### config.mk
export PLATFORM = sky130hd
export DESIGN_NAME = cam_pixfront
export DESIGN_NICKNAME = d
export VERILOG_FILES = /design/src/rtl/cam_pkg.sv /design/src/rtl/cam_syngen.sv /design/src/rtl/cam_pixfront.sv
export SDC_FILE = /design/constraint.sdc
export NUM_CORES = 1
export LEC_CHECK = 0
export CAP_MARGIN = 20
export CORE_MARGIN = 1.5
export CORE_UTILIZATION = 35
export CTS_CLUSTER_DIAMETER = 120
export CTS_CLUSTER_SIZE = 10
export DETAILED_ROUTE_END_ITERATION = 8
export HOLD_SLACK_MARGIN = 0.05
export PLACE_DENSITY = 0.57
export SYNTH_ARGS = -nofsm -noshare
export SYNTH_HDL_FRONTEND = slang
export SYNTH_SLANG_ARGS = --single-unit
### constraint.sdc
create_clock -name clk -period 2.85 [get_ports clk]
set_input_delay 0.285 -clock clk [delete_from_list [all_inputs] [get_ports clk]]
set_output_delay 0.285 -clock clk [all_outputs]
set_load 0.02 [all_outputs]
### src/rtl/cam_pkg.sv
`default_nettype none
// ============================================================================
//  Module   : cam_pkg
//  Purpose  : Shared constants, sync pulse-type enum and clog2 helper for the
//             camera pixel front-end.
//  Revision : 1.0 - initial release
// ============================================================================
package cam_pkg;

   // Default pixel / window geometry
   localparam int c_NCH = 10;          // parallel pixel channels
   localparam int c_DW  = 10;          // sensor sample width
   localparam int c_OW  = 8;           // output pixel width
   localparam int c_GW  = 2;           // gain code width

   // Kind of pulse currently being emitted by the sync generator
   typedef enum logic {
      SYN_SHORT = 1'b0,
      SYN_LONG  = 1'b1
   } syn_type_e;

   // Bits needed to hold values 0..v-1; never less than one bit
   function automatic int clog2(input int v);
      int r;
      r = 0;
      for (int x = v - 1; x > 0; x = x >> 1) begin
         r = r + 1;
      end
      return (r < 1) ? 1 : r;
   endfunction

endpackage
`default_nettype wire

### src/rtl/cam_syngen.sv
`default_nettype none
// ============================================================================
//  Module   : cam_syngen
//  Purpose  : Internal periodic test sync. A pulse starts on the cycle after
//             every period wrap; the wrap that closes a group of NPER periods
//             produces a long pulse, all others a short one.
//  Revision : 1.0 - initial release
// ============================================================================
module cam_syngen
   import cam_pkg::*;
#(
   parameter int PERIOD   = 546875,
   parameter int NPER     = 120,
   parameter int PW_SHORT = 329,
   parameter int PW_LONG  = 657
)(
   input  logic clk,
   input  logic rst,
   output logic o_int_syn
);

   localparam int c_CW    = clog2(PERIOD);
   localparam int c_GRW   = clog2(NPER);
   localparam int c_PWMAX = (PW_LONG > PW_SHORT) ? PW_LONG : PW_SHORT;
   localparam int c_PWW   = clog2(c_PWMAX);

   logic [c_CW-1:0]  r_cnt;
   logic [c_GRW-1:0] r_grp;
   logic [c_PWW-1:0] r_pcnt;
   logic             r_syn;
   syn_type_e        r_ptype;

   logic w_wrap;
   logic w_grp_wrap;
   logic w_plast;

   assign w_wrap     = (r_cnt == c_CW'(PERIOD - 1));
   assign w_grp_wrap = (r_grp == c_GRW'(NPER - 1));
   // Last high cycle of the current pulse, width chosen when it started
   assign w_plast    = (r_ptype == SYN_LONG) ? (r_pcnt == c_PWW'(PW_LONG - 1))
                                             : (r_pcnt == c_PWW'(PW_SHORT - 1));

   // Period/group counters and pulse-width timer
   always_ff @(posedge clk) begin
      if (rst) begin
         r_cnt   <= '0;
         r_grp   <= '0;
         r_pcnt  <= '0;
         r_syn   <= 1'b0;
         r_ptype <= SYN_SHORT;
      end else begin
         r_cnt <= w_wrap ? '0 : r_cnt + 1'b1;
         if (w_wrap) begin
            r_grp   <= w_grp_wrap ? '0 : r_grp + 1'b1;
            r_syn   <= 1'b1;
            r_pcnt  <= '0;
            r_ptype <= w_grp_wrap ? SYN_LONG : SYN_SHORT;
         end else if (r_syn) begin
            if (w_plast) begin
               r_syn <= 1'b0;
            end else begin
               r_pcnt <= r_pcnt + 1'b1;
            end
         end
      end
   end

   assign o_int_syn = r_syn;

endmodule
`default_nettype wire

### src/rtl/cam_pixfront.sv
`default_nettype none
// ============================================================================
//  Module   : cam_pixfront
//  Purpose  : Sensor pixel front-end. Two-stage pixel pipe selecting an
//             OW-bit window per channel by gain code, internal/external sync
//             mux with synchroniser and edge detect, and a sensor-ready flag.
//  Config   : CAM_PIX_SAT_EN - saturate a pixel to all ones when bits above
//             the selected window are set (default: plain truncation).
//  Revision : 1.0 - initial release
// ============================================================================
module cam_pixfront
   import cam_pkg::*;
#(
   parameter int NCH      = c_NCH,
   parameter int DW       = c_DW,
   parameter int OW       = c_OW,
   parameter int GW       = c_GW,
   parameter int PERIOD   = 546875,
   parameter int NPER     = 120,
   parameter int PW_SHORT = 329,
   parameter int PW_LONG  = 657,
   parameter int INIT_FR  = 10
)(
   input  logic              clk,
   input  logic              init,
   input  logic [NCH*DW-1:0] id,
   input  logic              ival,
   input  logic [GW-1:0]     gain,
   output logic [NCH*OW-1:0] od,
   output logic              oval,
   input  logic              tp_en,
   input  logic              ext_syn,
   output logic              syn,
   output logic              syn_rise,
   output logic              rdy
);

   localparam logic [GW-1:0] c_DIFF = GW'(DW - OW);

   // ---------------- pixel pipe ----------------
   logic [NCH*DW-1:0] r_id;
   logic              r_ival;
   logic [GW-1:0]     r_gain;
   logic [NCH*OW-1:0] r_od;
   logic              r_oval;

   logic [GW-1:0]     w_sel;
   logic [GW-1:0]     w_sh;
   logic [NCH*OW-1:0] w_pix;

   // Gains beyond the available headroom all map to the LSB window
   assign w_sel = (r_gain > c_DIFF) ? c_DIFF : r_gain;
   assign w_sh  = c_DIFF - w_sel;

   for (genvar k = 0; k < NCH; k++) begin : g_ch
`ifdef CAM_PIX_SAT_EN
      logic w_over;
      assign w_over = |((r_id[k*DW +: DW] >> w_sh) >> OW);
      assign w_pix[k*OW +: OW] = w_over ? {OW{1'b1}} : OW'(r_id[k*DW +: DW] >> w_sh);
`else
      assign w_pix[k*OW +: OW] = OW'(r_id[k*DW +: DW] >> w_sh);
`endif
   end

   // Stage 1 captures sample, valid and gain together; stage 2 windows
   always_ff @(posedge clk) begin
      if (init) begin
         r_id   <= '0;
         r_ival <= 1'b0;
         r_gain <= '0;
         r_od   <= '0;
         r_oval <= 1'b0;
      end else begin
         r_id   <= id;
         r_ival <= ival;
         r_gain <= gain;
         r_oval <= r_ival;
         if (r_ival) begin
            r_od <= w_pix;
         end
      end
   end

   // ---------------- sync path ----------------
   logic       w_int_syn;
   logic       r_es1;
   logic       r_es2;
   logic       r_syn;
   logic       r_syn_d;
   logic [7:0] r_fcnt;
   logic       r_rdy;
   logic       w_syn_rise;
   logic [7:0] w_fcnt_nxt;

   cam_syngen #(
      .PERIOD   (PERIOD),
      .NPER     (NPER),
      .PW_SHORT (PW_SHORT),
      .PW_LONG  (PW_LONG)
   ) u_syngen (
      .clk       (clk),
      .rst       (init),
      .o_int_syn (w_int_syn)
   );

   assign w_syn_rise = r_syn & ~r_syn_d;
   // Frame counter saturates at the ready threshold
   assign w_fcnt_nxt = (w_syn_rise && (r_fcnt != 8'(INIT_FR))) ? r_fcnt + 8'd1 : r_fcnt;

   // Synchroniser, source mux, edge-detect history and ready counter
   always_ff @(posedge clk) begin
      if (init) begin
         r_es1   <= 1'b0;
         r_es2   <= 1'b0;
         r_syn   <= 1'b0;
         r_syn_d <= 1'b0;
         r_fcnt  <= '0;
         r_rdy   <= 1'b0;
      end else begin
         r_es1   <= ext_syn;
         r_es2   <= r_es1;
         r_syn   <= tp_en ? w_int_syn : r_es2;
         r_syn_d <= r_syn;
         r_fcnt  <= w_fcnt_nxt;
         r_rdy   <= (w_fcnt_nxt == 8'(INIT_FR));
      end
   end

   assign od       = r_od;
   assign oval     = r_oval;
   assign syn      = r_syn;
   assign syn_rise = w_syn_rise;
   assign rdy      = r_rdy;

endmodule
`default_nettype wire

==> flow_summary.toml, run 1 <==
[run_status]
status = "completed"

[critical_path]
rr_worst_depth = 5
r2r-start = "u_syngen.r_cnt[15]$_SDFF_PP0_"
r2r_end = "u_syngen.r_grp[3]$_SDFFE_PP0P_"
critPathKind = "flop to output port"
startpoint_type = "flop"
arrival_ns = 1.71
cp-startpoint = "r_syn_d$_SDFF_PP0_"
cp.required_ns = 2.57
critPathMaxFanout = 3
reg2reg_slack_ns = 0.87
end_kind = "output port"
endpoint = "syn_rise"

[sta]
report.final.slew_viol_count = 0
setup_viol = 0
maxSlewHeadroom = 0.519
hold_ws_ns = 0.169
final.setup.tns_ns = 0
rsz0062_at_grt = "false"
period_needed_ns = 2.00
fin_ws_ns = 0.851
worst_pin_slew_ns = 0.712
timing.final.crit_share = 0.702
fin_worst_skew_ns = 0.0100
fmax_mhz = 500
hold_viol_final = 0

[pwr]
power_w = 0.00725
ir_drop_v = 0.000354
powerDensity_nw_per_um2 = 580
leakage_nw = 4.59

[logic_synthesis]
netlist_area_sq_um = 9560
yosys.area.top_type_share = 0.494
synth_fp_nets = 1140
syn_avg_cell_area_sq_um = 9.32
synth_cell_types = 41
synth_seq_area_share = 0.494
async_flop_share = 0
synth_top_cell_by_area = "dfxtp_1"
netlist_instances = 1026
synth-seq-cells = 236
ys.flop_type = "dfxtp_1"
synth_edf_count = 0
synth_area_leaders = "dfxtp_1 (49%), mux2i_1 (17%), nor2b_1 (7.1%), nor2_1 (5.0%), o21ai_0 (4.6%)"
yosys_warnings = 0

[routing]
drtAntennaViolNets = 0
drc = 0
finalWirelength_microns = 21600
dr.pass1.iters = 4
vias_per_cell = 4.71
vias = 7207
drt_iter0_markers = 345
drt-wirelength-per-cell_microns = 14.1

[die]
die_h_microns = 168
initial_core_util = 0.356
die_area_sq_um = 28300
num_rows = 60
ios = 191
chipWidth_microns = 168
coreArea_sq_um = 26900

[run]
maxCapViolations = 0

[cts]
cts_max_path_buffers = 3
clock-sinks = 236
postCtsSetupRepairBufs = 0
cts_resized = 0
clk_pin_slew_worst_paths_ns = 0.06
htreeDepth = 1
hold_buffers = 0
cts-buffers-inserted = 27
root_buffer = "clkbuf_16"
insertion_delay_ns = 0.53
cts_tree = "built"

[global_routing]
antenna_found_initial = 1
grt_pass1_vias = 6823
grt_max_degree = 111
grt-ovfl-total = 0
grt_pass1_wl_microns = 34900
grt.total_usage = 0.149

[min_path]
hold_class = "input port to flop"
hold_path_depth = 2

[cells_and_area]
multiInputGateArea_sq_um = 4540
nNetsFinal = 1299
mostFrequentLayoutCells = "dfxtp_1 (233), clkdlybuf4s50_1 (189), mux2i_1 (162)"
stdcell_count = 1530
num-fill-cells = 2583
syn_to_final_growth_pct = 30.9
ff_latch_area_sq_um = 4740
layout_commonest_cell = "dfxtp_1"
drive_above_1_share = 0.0370

[placement]
dp_worst_setup_slack_ns = 0.871
port_buffers = 190
place_congestion = 0.747
place_hpwl_microns = 14500
place_inst = 1497
-- metrics by stage --
stage,cell area [sq um],utilization
2_1_floorplan,9560,-
3_3_place_gp,11800,0.438
3_5_place_dp,11800,0.438
4_1_cts,12500,0.466
5_1_grt,12500,0.466
6_report,12500,0.466
-- report_power, final --
group,total (W),internal (W),switching (W)
logic,0.000682,0.000383,0.000300
clock network,0.00304,0.00178,0.00126
registers,0.00354,0.00343,0.000108
-- kinds of logic after synthesis --
logic type               after synthesis  synth area share
buffers and inverters                 78            0.0315
adder cells (fa/ha/maj)                7           0.00916
AO/OA/AOI/OAI                        105            0.0568
flip-flops                           236             0.494
AND/OR/NAND/NOR                      401             0.205
multiplexers                         162             0.170
XOR/XNOR                              37            0.0339
-- layout make-up --
type	count	area share
repair buffers	198	0.163
well taps	341	0.0341
multi-input cells	712	0.362
flip-flops and latches	236	0.378
clock buffers	30	0.0549
diodes	1	0.000200
clock inverters	2	0.00400
inverters	10	0.00300
-- synth_stat cells, drive strengths merged, types with 9 or more instances --
| cell type | number |
|---|---|
| a21oi | 12 |
| buf | 9 |
| clkbuf | 59 |
| dfxtp | 236 |
| inv | 10 |
| mux2i | 162 |
| nand2 | 100 |
| nand3 | 14 |
| nand4 | 9 |
| nor2 | 127 |
| nor2b | 108 |
| o21ai | 87 |
| xnor2 | 17 |
| xor2 | 20 |
-- critical path, cell delays in order (launching register included) --
cell and delay [ns]:
dfxtp_1 0.29, nand2b_1 0.16, inv_1 0.12, clkdlybuf4s50_1 0.61
-- registers in the layout, summed over array words and instances, names as in the netlist --
signal              cells
u_syngen.r_grp          7
u_syngen.o_int_syn      1
r_fcnt                  8
rdy                     1
u_syngen.r_ptype        1
r_syn_d                 1
r_gain                  2
syn                     1
u_syngen.r_cnt         20
u_syngen.r_pcnt        10
r_es2                   1
oval                    1
r_es1                   1
od                     80
r_ival                  1
r_id                  100
-- layer usage --
metal	share of wire	global-route usage	vias to the layer above
li1	-	-	3722
met4	0.016	0.0384	0
met3	0.045	0.0289	22
met5	0	0	-
met2	0.47	0.255	130
met1	0.47	0.192	3333
-- how the worst min path moves through the flow --
| stage | startpoint | slack (ns) | endpoint |
|---|---|---|---|
| 6_report | init | 0.17 | od[52]$_SDFFE_PP0P_ |
| 5_1_grt | init | 0.19 | od[78]$_SDFFE_PP0P_ |
| 4_1_cts | init | 0.17 | od[52]$_SDFFE_PP0P_ |
| 3_5_place_dp | r_es1$_SDFF_PP0_ | 0.45 | r_es2$_SDFF_PP0_ |
| 3_3_place_gp | r_es1$_SDFF_PP0_ | 0.44 | r_es2$_SDFF_PP0_ |
| 2_1_floorplan | ext_syn | 0.41 | r_es1$_SDFF_PP0_ |
(Power assumes the default switching activity.)
==> run 2, diff against run 1 <==
--- a/config.mk
+++ b/config.mk
@@ -12,7 +12,7 @@
 export CTS_CLUSTER_SIZE = 10
 export DETAILED_ROUTE_END_ITERATION = 8
 export HOLD_SLACK_MARGIN = 0.05
-export PLACE_DENSITY = 0.57
+export PLACE_DENSITY = 0.59
 export SYNTH_ARGS = -nofsm -noshare
 export SYNTH_HDL_FRONTEND = slang
 export SYNTH_SLANG_ARGS = --single-unit
==> constraint.sdc (replaced) <==
create_clock -name clk -period 1.65 [get_ports clk]
set_input_delay 0.165 -clock clk [delete_from_list [all_inputs] [get_ports clk]]
set_output_delay 0.165 -clock clk [all_outputs]
set_load 0.02 [all_outputs]
==> flow_summary.toml, run 2 (synthesis results as in run 1) <==
[global_routing]
grt-ovfl-total = 0
grt_max_degree = 81
grt_pass1_vias = 7017
antenna_found_initial = 0
grt_pass1_wl_microns = 35800
grt.total_usage = 0.153

[pwr]
power_frac_clock = 0.417
powerDensity_nw_per_um2 = 973
p_sw_w = 0.00289
swShare = 0.231
ir_drop_v = 0.000600
power_frac_seq = 0.485
pwr-share-comb = 0.098
p_int_w = 0.00961
leakage_nw = 5.34

[critical_path]
cp.required_ns = 2.11
r2r-start = "u_syngen.r_cnt[0]$_SDFF_PP0_"
path_delay_family = "simple AND/OR/NAND/NOR gates"
startpoint_type = "flop"
critPathMaxFanout = 8
rr_worst_depth = 7
critPathKind = "flop to flop"
end_kind = "flop"
critPathSlowestCell = "or4_1"
critPathMaxStageDelay_ns = 0.50
r2r_end = "u_syngen.r_grp[6]$_SDFFE_PP0P_"
arrival_ns = 2.29
cp_num_buf_inv = 1
path_cells = "inv_2 -> ha_4 -> nor4bb_4 -> nand3_2 -> or2_4 -> or4_1 -> a21oi_1"
reg2reg_slack_ns = -0.18

[die]
coreArea_sq_um = 26900
initial_core_util = 0.356
ios = 191
num_rows = 60
chipWidth_microns = 168
die_h_microns = 168
die_area_sq_um = 28300

[routing]
drc = 0
vias_per_cell = 4.66
vias = 7306
finalWirelength_microns = 22300
drt_iter0_markers = 319
dr.pass1.iters = 4
drtAntennaViolNets = 0
drt-wirelength-per-cell_microns = 14.2

[cells_and_area]
antenna_cells = 0
mostFrequentLayoutCells = "dfxtp_1 (228), mux2i_1 (162), nor2_1 (127)"
syn_to_final_growth_pct = 34.4
post-route-util = 0.478
top_register = "r_id"
largest_reg_flops = 100
drive_above_1_share = 0.0831
layout_commonest_cell = "dfxtp_1"
nNetsFinal = 1339
stdcell_count = 1568

[min_path]
hold_path_depth = 2
hold_class = "input port to flop"
min_to = "r_gain[0]$_SDFF_PP0_"
hp-start = "gain[0]"

[cts]
root_buffer = "clkbuf_16"
cts_tree = "built"
insertion_delay_ns = 0.53
cts_max_path_buffers = 3
cts-buffers-inserted = 27
htreeDepth = 1
clk_pin_slew_worst_paths_ns = 0.06
clock-sinks = 236

[placement]
place_inst = 1536
place_congestion = 0.774
port_buffers = 190
dp_worst_setup_slack_ns = -0.359
place_hpwl_microns = 15100

[sta]
rsz0062_at_grt = "true"
fin_ws_ns = -0.181
report.final.slew_viol_count = 0
worst_pin_slew_ns = 0.415
timing.final.crit_share = 1.11
fmax_mhz = 546
fin_worst_skew_ns = 0.00992
period_needed_ns = 1.83
hold_viol_final = 0
setup_viol = 33
maxSlewHeadroom = 0.723

[run]
maxCapViolations = 0

[run_status]
violations = "negative setup slack"
status = "complete, but fails checks"
==> run 2: changes by cell type in the layout (fill, tap and decap cells not counted), sizes merged <==
cell	previous run	this run
clkdlybuf4s50	189	107
dlymetal6s2s	0	12
dlygate4sd2	0	69
dlygate4sd3	0	1
buf	9	48
diode	1	0
==> run 2: power by group through the flow <==
stage / clock network, W / registers (W) / logic [W]
after floorplan: 0 / 0.00623 / 0.000618
after global placement: 0 / 0.00619 / 0.00127
after detailed placement: 0 / 0.00619 / 0.00127
after CTS: 0.00540 / 0.00607 / 0.00124
after global routing: 0.00560 / 0.00609 / 0.00134
final: 0.00522 / 0.00607 / 0.00122
==> run 2: worst register-to-register path, delay by kind of cell, from the launching register on <==
| kind | cells | cell delay [ns] |
|---|---|---|
| buffers and inverters | 1 | 0.07 |
| DFF | 1 | 0.32 |
| AOI/OAI and AO/OA | 1 | 0.12 |
| and+or+nand+nor | 4 | 1.14 |
| adders and majority gates | 1 | 0.12 |
==> run 2: per-stage QoR <==
step | total power [W] | instance area [sq um] | setup TNS, ns | hold WS [ns]
6_report | 0.0125 | 12900 | -2.26 | 0.185
5_1_grt | 0.0130 | 12900 | -6.19 | 0.176
3_3_place_gp | 0.00745 | 12100 | -7.45 | 0.447
4_1_cts | 0.0127 | 12800 | -2.53 | 0.160
2_1_floorplan | 0.00685 | 9570 | -0.215 | 0.293
3_5_place_dp | 0.00746 | 12100 | -9.07 | 0.447
==> run 2: cell type report <==
| cell class | instances | area, sq um |
|---|---|---|
| fill | 2585 | 14000 |
| sequential | 236 | 4740 |
| multi-input combinational | 712 | 4610 |
| timing repair buffer | 238 | 2320 |
| clock buffer | 29 | 683 |
| tap | 341 | 427 |
| clock inverter | 2 | 38.8 |
| inverter | 10 | 37.5 |
==> run 2: repair_timing <==
| action | 4_1_cts | 5_1_grt |
|---|---|---|
| resized for setup | 75 | 29 |
| setup buffers | 0 | 0 |
| pin swaps | 2 | 7 |
| hold endpoints to repair | 17 | 0 |
| hold buffers | 1 | 0 |
| setup endpoints to repair | 108 | 52 |
==> run 2: layer usage <==
metal	vias up	global-route usage	routed length, microns	share of wire
met5	-	0	0	0
met4	0	0.0357	380	0.017
met3	28	0.0310	987	0.044
met2	127	0.271	10800	0.49
met1	3340	0.191	10100	0.45
li1	3811	-	-	-
==> run 2: how the worst max path moves through the flow <==
stage	start	to	slack [ns]	cells after the start
2_1_floorplan	u_syngen.r_cnt[0]$_SDFF_PP0_	u_syngen.r_grp[6]$_SDFFE_PP0P_	-0.16	8
3_3_place_gp	u_syngen.r_cnt[0]$_SDFF_PP0_	u_syngen.r_grp[6]$_SDFFE_PP0P_	-0.31	7
3_5_place_dp	u_syngen.r_cnt[0]$_SDFF_PP0_	u_syngen.r_grp[6]$_SDFFE_PP0P_	-0.36	7
4_1_cts	u_syngen.r_cnt[0]$_SDFF_PP0_	u_syngen.r_grp[6]$_SDFFE_PP0P_	-0.17	7
5_1_grt	u_syngen.r_cnt[0]$_SDFF_PP0_	u_syngen.r_grp[6]$_SDFFE_PP0P_	-0.30	7
6_report	u_syngen.r_cnt[0]$_SDFF_PP0_	u_syngen.r_grp[6]$_SDFFE_PP0P_	-0.18	7
==> run 3, diff against run 2 <==
--- a/config.mk
+++ b/config.mk
@@ -9,7 +9,6 @@
 export CORE_MARGIN = 1.5
 export CORE_UTILIZATION = 35
 export CTS_CLUSTER_DIAMETER = 120
-export CTS_CLUSTER_SIZE = 10
 export DETAILED_ROUTE_END_ITERATION = 8
 export HOLD_SLACK_MARGIN = 0.05
 export PLACE_DENSITY = 0.59
==> flow_summary.toml, run 3 (synthesis results as in run 1) <==
[cts]
cts_max_path_buffers = 3
clk_pin_slew_worst_paths_ns = 0.06
htreeDepth = 1
insertion_delay_ns = 0.53
root_buffer = "clkbuf_16"
cts-buffers-inserted = 27
clock-sinks = 236
cts_tree = "built"

[placement]
place_congestion = 0.774
place_inst = 1536
port_buffers = 190
place_hpwl_microns = 15100

[sta]
final.setup.tns_ns = -2.18
setup_viol = 33
hold_ws_ns = 0.182
hold_viol_final = 0
report.final.slew_viol_count = 0
maxSlewHeadroom = 0.727
timing.final.crit_share = 1.11
fin_ws_ns = -0.182
worst_pin_slew_ns = 0.409
fin_worst_skew_ns = 0.0122
fmax_mhz = 546
period_needed_ns = 1.83
rsz0062_at_grt = "true"

[global_routing]
grt.total_usage = 0.154
antenna_found_initial = 0
grt_pass1_wl_microns = 35800
grt-ovfl-total = 0
grt_pass1_vias = 7001
grt_max_degree = 81

[min_path]
hold_class = "input port to flop"
hp-start = "id[3]"
hold_path_depth = 2
min_to = "r_id[3]$_SDFF_PP0_"

[cells_and_area]
top_register = "r_id"
stdcell_count = 1583
nNetsFinal = 1339
syn_to_final_growth_pct = 35.4
antenna_cells = 0
drive_above_1_share = 0.0902
num-fill-cells = 2605
mostFrequentLayoutCells = "dfxtp_1 (228), mux2i_1 (162), nor2_1 (127)"
layout_commonest_cell = "dfxtp_1"
largest_reg_flops = 100

[routing]
vias_per_cell = 4.63
drt-wirelength-per-cell_microns = 14.0
drtAntennaViolNets = 0
drt_iter0_markers = 310
finalWirelength_microns = 22200
drc = 0
vias = 7329
dr.pass1.iters = 4

[pwr]
swShare = 0.233
power_frac_clock = 0.438
powerDensity_nw_per_um2 = 1000
ir_drop_v = 0.000637
leakage_nw = 5.36
p_int_w = 0.00994
pwr-share-comb = 0.094
power_w = 0.0130
p_sw_w = 0.00301
power_frac_seq = 0.468

[critical_path]
cp.required_ns = 2.11
rr_worst_depth = 7
critPathKind = "flop to flop"
end_kind = "flop"
r2r_end = "u_syngen.r_grp[6]$_SDFFE_PP0P_"
arrival_ns = 2.30
critPathMaxFanout = 8
startpoint_type = "flop"
r2r-start = "u_syngen.r_cnt[0]$_SDFF_PP0_"
reg2reg_slack_ns = -0.18

[die]
chipWidth_microns = 168
die_h_microns = 168
initial_core_util = 0.356
num_rows = 60
ios = 191
coreArea_sq_um = 26900
die_area_sq_um = 28300

[run_status]
status = "complete, but fails checks"
violations = "negative setup slack"

[run]
maxCapViolations = 0
-- run 3: cell count changes in the layout (fill, tap and decap cells not counted), sizes merged --
cell and change:
clkbuf +7, clkdlybuf4s50 -1, clkinv +7, clkinvlp +1, dlygate4sd2 +5, dlymetal6s2s -4
-- run 3: per-stage QoR --
stage	setup slack (ns)	utilization	area [sq um]
after floorplan	-0.161	-	9570
after CTS	-0.158	0.480	12900
after global placement	-0.306	0.450	12100
after detailed placement	-0.359	0.450	12100
after global routing	-0.300	0.482	12900
final	-0.182	0.482	12900
-- run 3: cell type report --
class / count / area [sq um] / area share
Sequential cell: 236 / 4740 / 0.366
Timing Repair Buffer: 238 / 2300 / 0.178
Clock inverter: 10 / 88.8 / 0.00686
Multi-Input combinational cell: 712 / 4590 / 0.355
Tap cell: 341 / 427 / 0.0330
Clock buffer: 36 / 759 / 0.0587
Inverter: 10 / 37.5 / 0.00290
-- run 3: routing by layer --
metal,wire (microns),track usage,up-vias
li1,-,-,3816
met1,10100,0.192,3352
met2,10700,0.270,129
met3,964,0.0296,32
met4,376,0.0419,0
met5,0,0,-
-- run 3: how the worst max path moves through the flow --
stage	startpoint	endpoint	depth (start not counted)
after CTS	u_syngen.r_cnt[0]$_SDFF_PP0_	u_syngen.r_grp[6]$_SDFFE_PP0P_	7
after detailed placement	u_syngen.r_cnt[0]$_SDFF_PP0_	u_syngen.r_grp[6]$_SDFFE_PP0P_	7
after global placement	u_syngen.r_cnt[0]$_SDFF_PP0_	u_syngen.r_grp[6]$_SDFFE_PP0P_	7
final	u_syngen.r_cnt[0]$_SDFF_PP0_	u_syngen.r_grp[6]$_SDFFE_PP0P_	7
after global routing	u_syngen.r_cnt[0]$_SDFF_PP0_	u_syngen.r_grp[6]$_SDFFE_PP0P_	7
after floorplan	u_syngen.r_cnt[0]$_SDFF_PP0_	u_syngen.r_grp[6]$_SDFFE_PP0P_	8
-- run 3: what timing repair did --
action	4_1_cts	5_1_grt
buffers inserted	0	0
endpoints found under the setup margin	113	46
hold endpoints to repair	17	0
pin swaps	1	7
hold buffers	1	0
resized for setup	79	23
-- run 3: power by group through the flow --
stage          combinational [W]  clock, W  sequential (W)
4_1_cts                  0.00123   0.00586         0.00606
3_5_place_dp             0.00127         0         0.00619
5_1_grt                  0.00134   0.00612         0.00609
6_report                 0.00122   0.00567         0.00607
3_3_place_gp             0.00127         0         0.00619
2_1_floorplan           0.000618         0         0.00623
-- run 3: critical path, cell delays in order, from the launching register on --
cell      delay (ns)
dfxtp_2         0.32
inv_2           0.07
ha_4            0.12
nor4bb_4        0.21
nand3_1         0.13
or2_4           0.30
or4_1           0.51
a21oi_1         0.12
